--- src/rtl/vga_timing_pipe.sv ---
// Parametrised VGA timing generator with a LAT-tick request-to-colour pipeline.
// Optional VGA_TEST_PATTERN_EN adds a test_mode input selecting eight vertical colour bars.
module vga_timing_pipe #(
    parameter  int unsigned CLK_DIV  = 2,
    parameter  int unsigned H_ACTIVE = 640,
    parameter  int unsigned H_FP     = 16,
    parameter  int unsigned H_SYNC   = 96,
    parameter  int unsigned H_BP     = 48,
    parameter  int unsigned V_ACTIVE = 480,
    parameter  int unsigned V_FP     = 10,
    parameter  int unsigned V_SYNC   = 2,
    parameter  int unsigned V_BP     = 33,
    parameter  int unsigned HS_POL   = 0,
    parameter  int unsigned VS_POL   = 0,
    parameter  int unsigned LAT      = 2,
    parameter  int unsigned CW       = 8,
    localparam int unsigned H_TOTAL  = H_ACTIVE + H_FP + H_SYNC + H_BP,
    localparam int unsigned V_TOTAL  = V_ACTIVE + V_FP + V_SYNC + V_BP,
    localparam int unsigned HW       = $clog2(H_TOTAL),
    localparam int unsigned VW       = $clog2(V_TOTAL)
) (
    input  logic            clk,
    input  logic            reset,
    input  logic            enable,
`ifdef VGA_TEST_PATTERN_EN
    input  logic            test_mode,
`endif
    output logic            pix_ce,
    output logic            req_valid,
    output logic [HW-1:0]   req_x,
    output logic [VW-1:0]   req_y,
    input  logic [3*CW-1:0] rgb_in,
    output logic [CW-1:0]   red,
    output logic [CW-1:0]   green,
    output logic [CW-1:0]   blue,
    output logic            vga_hs,
    output logic            vga_vs,
    output logic            vga_blank_n,
    output logic            vga_sync_n,
    output logic            line_start,
    output logic            frame_start
);

    localparam int unsigned DW       = (CLK_DIV > 1) ? $clog2(CLK_DIV) : 1;
    localparam int unsigned HS_START = H_ACTIVE + H_FP;
    localparam int unsigned HS_END   = HS_START + H_SYNC - 1;
    localparam int unsigned VS_START = V_ACTIVE + V_FP;
    localparam int unsigned VS_END   = VS_START + V_SYNC - 1;
    localparam logic        HS_ACT   = 1'(HS_POL);
    localparam logic        VS_ACT   = 1'(VS_POL);
`ifdef VGA_TEST_PATTERN_EN
    localparam int unsigned BAR_W    = (H_ACTIVE >= 8) ? H_ACTIVE / 8 : 1;
`endif

    // Per-position timing that travels alongside the application's colour latency
    typedef struct packed {
        logic       hs;
        logic       vs;
        logic       vis;
        logic       h0;
        logic       v0;
`ifdef VGA_TEST_PATTERN_EN
        logic       tm;
        logic [2:0] bar;
`endif
    } tim_t;

    logic [DW-1:0]   div_q, div_d;
    logic [HW-1:0]   h_q, h_d;
    logic [VW-1:0]   v_q, v_d;
    logic            pix_ce_q, pix_ce_d;
    logic            req_valid_q, req_valid_d;
    logic [HW-1:0]   req_x_q, req_x_d;
    logic [VW-1:0]   req_y_q, req_y_d;
    tim_t            pipe_q [0:LAT];
    tim_t            pipe_d [0:LAT];
    logic [CW-1:0]   red_q, red_d, green_q, green_d, blue_q, blue_d;
    logic            hs_q, hs_d, vs_q, vs_d, blank_n_q, blank_n_d;
    logic            ls_q, ls_d, fs_q, fs_d;
    logic            tick_c;
    tim_t            st0_c, out_c;
    logic [3*CW-1:0] colour_c;
`ifdef VGA_TEST_PATTERN_EN
    logic [2:0]      bar_idx_c;
`endif

    // Next-state: divider, raster counters, request stage, timing pipe, output stage
    always_comb begin
        tick_c      = enable && (div_q == DW'(CLK_DIV - 1));
        div_d       = div_q;
        h_d         = h_q;
        v_d         = v_q;
        pix_ce_d    = 1'b0;
        req_valid_d = req_valid_q;
        req_x_d     = req_x_q;
        req_y_d     = req_y_q;
        for (int i = 0; i <= int'(LAT); i++) pipe_d[i] = pipe_q[i];
        red_d       = red_q;
        green_d     = green_q;
        blue_d      = blue_q;
        hs_d        = hs_q;
        vs_d        = vs_q;
        blank_n_d   = blank_n_q;
        ls_d        = 1'b0;
        fs_d        = 1'b0;
        out_c       = pipe_q[LAT];
        colour_c    = '0;

        st0_c     = '0;
        st0_c.hs  = (h_q >= HW'(HS_START)) && (h_q <= HW'(HS_END));
        st0_c.vs  = (v_q >= VW'(VS_START)) && (v_q <= VW'(VS_END));
        st0_c.vis = (h_q < HW'(H_ACTIVE)) && (v_q < VW'(V_ACTIVE));
        st0_c.h0  = (h_q == '0);
        st0_c.v0  = (v_q == '0);
`ifdef VGA_TEST_PATTERN_EN
        bar_idx_c = (h_q >= HW'(H_ACTIVE)) ? 3'd7 : 3'(h_q / HW'(BAR_W));
        st0_c.tm  = test_mode;
        st0_c.bar = {~bar_idx_c[1], ~bar_idx_c[2], ~bar_idx_c[0]};
`endif

        if (out_c.vis) begin
`ifdef VGA_TEST_PATTERN_EN
            if (out_c.tm) colour_c = {{CW{out_c.bar[2]}}, {CW{out_c.bar[1]}}, {CW{out_c.bar[0]}}};
            else          colour_c = rgb_in;
`else
            colour_c = rgb_in;
`endif
        end

        if (!enable) begin
            div_d       = '0;
            h_d         = '0;
            v_d         = '0;
            req_valid_d = 1'b0;
            req_x_d     = '0;
            req_y_d     = '0;
            for (int i = 0; i <= int'(LAT); i++) pipe_d[i] = '0;
            red_d       = '0;
            green_d     = '0;
            blue_d      = '0;
            hs_d        = ~HS_ACT;
            vs_d        = ~VS_ACT;
            blank_n_d   = 1'b0;
        end else begin
            div_d = (div_q == DW'(CLK_DIV - 1)) ? '0 : div_q + 1'b1;
            if (tick_c) begin
                pix_ce_d = 1'b1;
                if (h_q == HW'(H_TOTAL - 1)) begin
                    h_d = '0;
                    v_d = (v_q == VW'(V_TOTAL - 1)) ? '0 : v_q + 1'b1;
                end else begin
                    h_d = h_q + 1'b1;
                end
                req_x_d     = h_q;
                req_y_d     = v_q;
                req_valid_d = st0_c.vis;
                pipe_d[0]   = st0_c;
                for (int i = 1; i <= int'(LAT); i++) pipe_d[i] = pipe_q[i-1];
                {red_d, green_d, blue_d} = colour_c;
                hs_d        = out_c.hs ? HS_ACT : ~HS_ACT;
                vs_d        = out_c.vs ? VS_ACT : ~VS_ACT;
                blank_n_d   = out_c.vis;
                ls_d        = out_c.h0;
                fs_d        = out_c.h0 && out_c.v0;
            end
        end
    end

    always_ff @(posedge clk or negedge reset) begin
        if (!reset) begin
            div_q       <= '0;
            h_q         <= '0;
            v_q         <= '0;
            pix_ce_q    <= 1'b0;
            req_valid_q <= 1'b0;
            req_x_q     <= '0;
            req_y_q     <= '0;
            for (int i = 0; i <= int'(LAT); i++) pipe_q[i] <= '0;
            red_q       <= '0;
            green_q     <= '0;
            blue_q      <= '0;
            hs_q        <= ~HS_ACT;
            vs_q        <= ~VS_ACT;
            blank_n_q   <= 1'b0;
            ls_q        <= 1'b0;
            fs_q        <= 1'b0;
        end else begin
            div_q       <= div_d;
            h_q         <= h_d;
            v_q         <= v_d;
            pix_ce_q    <= pix_ce_d;
            req_valid_q <= req_valid_d;
            req_x_q     <= req_x_d;
            req_y_q     <= req_y_d;
            for (int i = 0; i <= int'(LAT); i++) pipe_q[i] <= pipe_d[i];
            red_q       <= red_d;
            green_q     <= green_d;
            blue_q      <= blue_d;
            hs_q        <= hs_d;
            vs_q        <= vs_d;
            blank_n_q   <= blank_n_d;
            ls_q        <= ls_d;
            fs_q        <= fs_d;
        end
    end

    assign pix_ce      = pix_ce_q;
    assign req_valid   = req_valid_q;
    assign req_x       = req_x_q;
    assign req_y       = req_y_q;
    assign red         = red_q;
    assign green       = green_q;
    assign blue        = blue_q;
    assign vga_hs      = hs_q;
    assign vga_vs      = vs_q;
    assign vga_blank_n = blank_n_q;
    assign vga_sync_n  = 1'b0;
    assign line_start  = ls_q;
    assign frame_start = fs_q;

endmodule

--- config.mk ---
export PLATFORM = sky130hd
export DESIGN_NAME = vga_timing_pipe
export DESIGN_NICKNAME = d
export VERILOG_FILES = /design/src/rtl/vga_timing_pipe.sv
export SDC_FILE = /design/constraint.sdc
export NUM_CORES = 1
export LEC_CHECK = 0
export CAP_MARGIN = 20
export CORE_MARGIN = 5
export CORE_UTILIZATION = 60
export DETAILED_ROUTE_END_ITERATION = 12
export DONT_BUFFER_PORTS = 1
export HOLD_SLACK_MARGIN = 0.1
export PLACE_DENSITY = 0.76
export SYNTH_ARGS = -nofsm -noshare
export SYNTH_HDL_FRONTEND = slang
export SYNTH_SLANG_ARGS = --single-unit
--- constraint.sdc ---
create_clock -name clk -period 5.4 [get_ports clk]
set_input_delay 0.54 -clock clk [delete_from_list [all_inputs] [get_ports clk]]
set_output_delay 0.54 -clock clk [all_outputs]
set_load 0.02 [all_outputs]
==> reports/results.ini, run 1 <==
[pwr]
pwr-share-seq_pct=57.2
total_power_mw=1.16
p_sw_share_pct=26.7
clock_power_share_pct=37.8
switchingPower_mw=0.311
vdd_drop_max_mv=0.181
powerDensity_nw_per_um2=288
p_comb_share_pct=5.1
power.leakage_nw=1.83
p_int_mw=0.853

[synthesis]
synth.area.top_cells=dfrtp_1 (55%), mux2i_1 (8.2%), a22o_1 (6.0%), nor2_1 (3.9%), nand2_1 (2.1%)
synth_largest_area_cell=dfrtp_1
synth_area_um2=3800
synth_compound_area_share_pct=12.9
synth_xor_area_share_pct=1.84
ys_ff_latch=86
synth_edf_count=0
synthTopCellsByCount=dfrtp_1 (84), nor2_1 (39), mux2i_1 (31)
postSynth.asyncResetShare_pct=100
synth_top_cell_area_share_pct=55.3
yosys.area_share.simple_pct=14.8
synthMostInstantiatedCell=dfrtp_1
yosysUniqueCellTypes=55
synthCells=335
synth_top_family_by_area=simple AND/OR/NAND/NOR gates
ys.flop_type=dfrtp_1
syn_nets=367
yosysWarningCount=0
syn-mean-instance-area_um2=11.3
muxShareOfSynthArea_pct=8.17
synth_adder_area_share_pct=1.65
yosysSeqAreaShare_pct=56.7

[finish]
fillers=487
nets=360
area_delta_synth_final_pct=6.36
design_area_um2=4040
drive_gt1_share_pct=8.71
antennaDiodeCount=0

[die]
dieArea_um2=8020
ioPinCount=79
core_um2=6240
die_x_um=89.6
initial_utilization_pct=60.9
rows=29
die_h_um=89.6

[clock_tree]
cts_root_buffer=clkbuf_8
clkSinkCount=86
numCtsBuffers=9
clockBufferDepth=2
post_cts.repair.setup_buffers=0
clk-insertion-delay-late_ns=0.37
htreeDepth=3
cts.clk_slew.worst_paths_ns=0.09
cts-resized-gates=0
cts_tree=yes

[critical_path]
crit_fanout=32
arrival_ns=2.47
start_kind=flop
cp.required_ns=5.66
crit_type=flop to flop
cp-end-kind=flop

[timing]
clock-skew-final_ns=0.0132
relSlewSlack_pct=33.0
tightest_slew_ns=1.00
fmax_mhz=452
setup_viol=0
fin_setup_tns_ns=0
hold_viol=0
rsz0062_at_grt=no
finalMaxSlewViolations=0
finalCritPeriodShare_pct=41.0
fin_ws_ns=3.19
period_needed_ns=2.21

[outcome]
outcome=completed

[placement]
place_ws_ns=3.18
io_buffer_count=0
gp_congestion=0.886
place_hpwl_um=5000
place_area_um2=3810

[routing]
via_per_inst=6.13
first_iter_violations=179
first_pass_iters=4
post_drt_wl_per_cell_um=18.5
ant_nets=0
dr_total_vias=2515
drc=0
wl_um=7570

[global_routing]
grt_pass1_vias=2406
antenna_found_initial=0
grt_overflow_total=0
grt_pass1_wl_um=12200
grt_max_degree=87
grtUsageTotal_pct=19.9

[job]
drv_cap=0

[min_path]
hold_path.class=input port to flop

layout make-up:
type                       count  area (um^2)  area share (%)
clock buffer                   9          124            3.07
clock inverter                 7         71.3            1.77
inverter                      11         41.3            1.02
multi-input combinational    216         1500            37.1
sequential                    86         2160            53.4
tap                           77         96.3            2.38
timing repair buffer           4         52.6            1.30
power by group through the flow:
stage | Clock [mW] | Combinational (mW) | Sequential [mW]
floorplan | 0 | 0.0416 | 0.673
global placement | 0 | 0.0430 | 0.678
detailed placement | 0 | 0.0442 | 0.679
CTS | 0.453 | 0.0600 | 0.666
global route | 0.478 | 0.0663 | 0.668
finish | 0.440 | 0.0589 | 0.666
worst max-delay path, stage by stage (launching register included):
cell and delay [ns]:
dfrtp_2 0.60, nand2b_1 0.29, inv_1 0.48, nor4b_1 0.52, xnor2_1 0.16, nor2_1 0.05
cell usage in the layout (no fill, tap or decap), drive strengths merged, types with 7 or more instances in the layout:
master,instances
nor2,39
o21ai,8
nor3,7
dfrtp,84
mux2i,31
inv,15
nand2,21
o31ai,9
nand3,8
clkbuf,9
a22o,26
per-stage QoR:
step	utilization [%]	instances	hold slack (ns)
finish	64.7	410	0.207
global route	64.7	410	0.201
CTS	64.7	410	0.189
detailed placement	61.0	392	0.248
global placement	60.9	391	0.248
floorplan	-	335	0.244
sequential cells by signal, summed over array words and instances (netlist names), 5 cells and up:
name,flops
red,8
req_y,10
green,8
out_c,5
req_x,10
h_q,10
pipe_q,9
blue,8
v_q,10
path summary, 6_finish.rpt:
kind | startpoint | end | slack, ns | cells after the start
worst max-delay path | div_q | h_q[5] | 3.19 | 5
worst min-delay path | enable | vga_hs | 0.21 | 1
worst max register to register | div_q | h_q[5] | 3.19 | 5
worst min register to register | pipe_q[13] | pipe_q[13] | 0.50 | 2
max in group asynchronous | reset | div_q | 4.31 | 2
min in group asynchronous | reset | line_start | 0.73 | 2
logic make-up (layout without fill, tap and decap cells):
family / Yosys count / count (layout)
xor gates and xnor gates: 8 / 8
AOI/OAI and AO/OA: 61 / 61
other: 1 / 1
and+or+nand+nor: 110 / 110
muxes: 31 / 31
buffers and inverters: 33 / 31
DFF: 86 / 86
adders and majority gates: 5 / 5
repair_timing:
| action | 4_1_cts | 5_1_grt |
|---|---|---|
| setup endpoints to repair | 0 | 0 |
| hold buffers | 2 | 0 |
| hold endpoints to repair | 86 | 0 |
layer usage:
layer  up-vias  share of wire [%]  wire length, um  track usage [%]
li1       1184                  -                -                -
met1      1237                 44             3300             28.7
met2        81                 47             3550             28.5
met3        13                7.6              577             4.47
met4         0                1.8              137             9.34
met5         -                  0                0                0
No activity file was read; power rests on OpenSTA's default activity.
==> run 2, diff against run 1 <==
- CORE_UTILIZATION: 60 -> 57
- PLACE_DENSITY: 0.76 -> 0.75
- clock period: 5.4 -> 2 ns (I/O delays scaled with it)
==> run 2 against run 1 <==
The flow now finishes with violations (hold timing). Setup slack worse by 3.0 ns. Cell count is 9.5% higher. First-iteration DRC count is 15% higher. Critical path depth stayed put. Total power grew to 2.8 times the previous value.
==> reports/results.ini, run 2 (same netlist as run 1, synthesis figures left out) <==
[clock_tree]
cts-resized-gates=0
clk-insertion-delay-late_ns=0.35
cts.clk_slew.worst_paths_ns=0.09
clockBufferDepth=2
numCtsBuffers=9
clkSinkCount=86
post_cts.repair.setup_buffers=0
cts_hold_buffers=25
cts_root_buffer=clkbuf_8
cts_tree=yes
htreeDepth=3

[timing]
finalMaxSlewViolations=0
fin_setup_tns_ns=0
relSlewSlack_pct=35.8
period_needed_ns=1.83
setup_viol=0
hold_viol=86
fmax_mhz=546
fin_hold_ws_ns=-0.465
rsz0062_at_grt=no
tightest_slew_ns=0.957
finalCritPeriodShare_pct=91.5
clock-skew-final_ns=0.00939

[finish]
nets=399
design_area_um2=4380
final_common_cell=dfrtp_1
antennaDiodeCount=0
layout_common_cells=dfrtp_1 (83), nor2_1 (39), mux2i_1 (31)
drive_gt1_share_pct=11.8
area_delta_synth_final_pct=15.3

[pwr]
pwr-share-seq_pct=55.6
power.leakage_nw=2.00
p_sw_share_pct=24.1
p_comb_share_pct=5.8
switchingPower_mw=0.776
vdd_drop_max_mv=0.410
total_power_mw=3.21
clock_power_share_pct=38.6
p_int_mw=2.44
powerDensity_nw_per_um2=734

[die]
rows=29
die_h_um=91.6
core_um2=6420
ioPinCount=79
initial_utilization_pct=59.1
die_x_um=91.6
dieArea_um2=8400

[global_routing]
grt_overflow_total=0
grt_pass1_wl_um=13900
grtUsageTotal_pct=20.7
grt_max_degree=87
grt_pass1_vias=2638
antenna_found_initial=0

[routing]
drc=0
post_drt_wl_per_cell_um=18.4
first_pass_iters=4
dr_total_vias=2685
first_iter_violations=206
via_per_inst=5.98
wl_um=8280
ant_nets=0

[placement]
io_buffer_count=0
place_area_um2=3930
place_hpwl_um=5470
gp_congestion=0.914

[critical_path]
cp-end-kind=flop
cp.required_ns=2.29
crit_type=flop to flop
crit_fanout=7
arrival_ns=2.12
rrSetupSlack_ns=0.17
start_kind=flop

[job]
drv_cap=0

[min_path]
hold_path.class=input port to async pin

[outcome]
outcome=complete, but fails checks
violations=hold timing

## run 2: cell count changes in the layout (fill, tap and decap cells not counted)
cell	previous run	this run
clkinv_2	0	1
buf_16	1	0
inv_6	1	4
dlygate4sd3_1	1	25
inv_8	4	0
clkinvlp_4	0	1
buf_4	2	18
bufinv_16	0	1
clkinv_4	2	0
## run 2: final timing paths
kind / startpoint / to / depth (start not counted)
min in group clk: enable / v_q[4] / 3
worst min-delay path: reset / out_c[4] / 0
max in group asynchronous: reset / vga_vs / 0
worst max-delay path: v_q[0] / v_q[6] / 5
worst min register to register: pipe_q[13] / pipe_q[13] / 2
worst max register to register: v_q[0] / v_q[6] / 5
## run 2: metal layers
layer  track usage (%)  wire [um]  vias up
met5                 0          0        -
met2              31.0       3860       87
met1              29.5       3770     1331
li1                  -          -     1258
met4              7.79        134        0
met3              4.66        514        9
## run 2: critical path, cell delays in order (launching register included)
cell	delay, ns
dfrtp_1	0.45
ha_1	0.21
nand3_1	0.11
or3_2	0.42
a2111oi_0	0.44
a21o_2	0.14
## run 2: area by class of cell
type	count	area, um^2
timing repair buffer	43	385
fill	489	2040
sequential	86	2160
multi-input combinational	216	1500
clock inverter	7	77.6
inverter	11	41.3
clock buffer	9	124
tap	77	96.3
## run 2: power groups by stage
stage                     logic [mW]  clock network, mW  registers [mW]
after floorplan                0.112                  0            1.82
after global placement         0.140                  0            1.82
after detailed placement       0.142                  0            1.82
after CTS                      0.186               1.28            1.79
after global routing           0.201               1.36            1.79
final                          0.185               1.24            1.79
## run 2: through the flow
step	hold slack (ns)	instances	setup slack (ns)	util [%]
2_1_floorplan	-0.0956	335	0.242	-
3_3_place_gp	-0.0920	408	0.246	61.2
4_1_cts	-0.487	449	0.178	68.2
5_1_grt	-0.498	449	0.0397	68.2
6_report	-0.465	449	0.170	68.2
3_5_place_dp	-0.0928	408	0.196	61.2
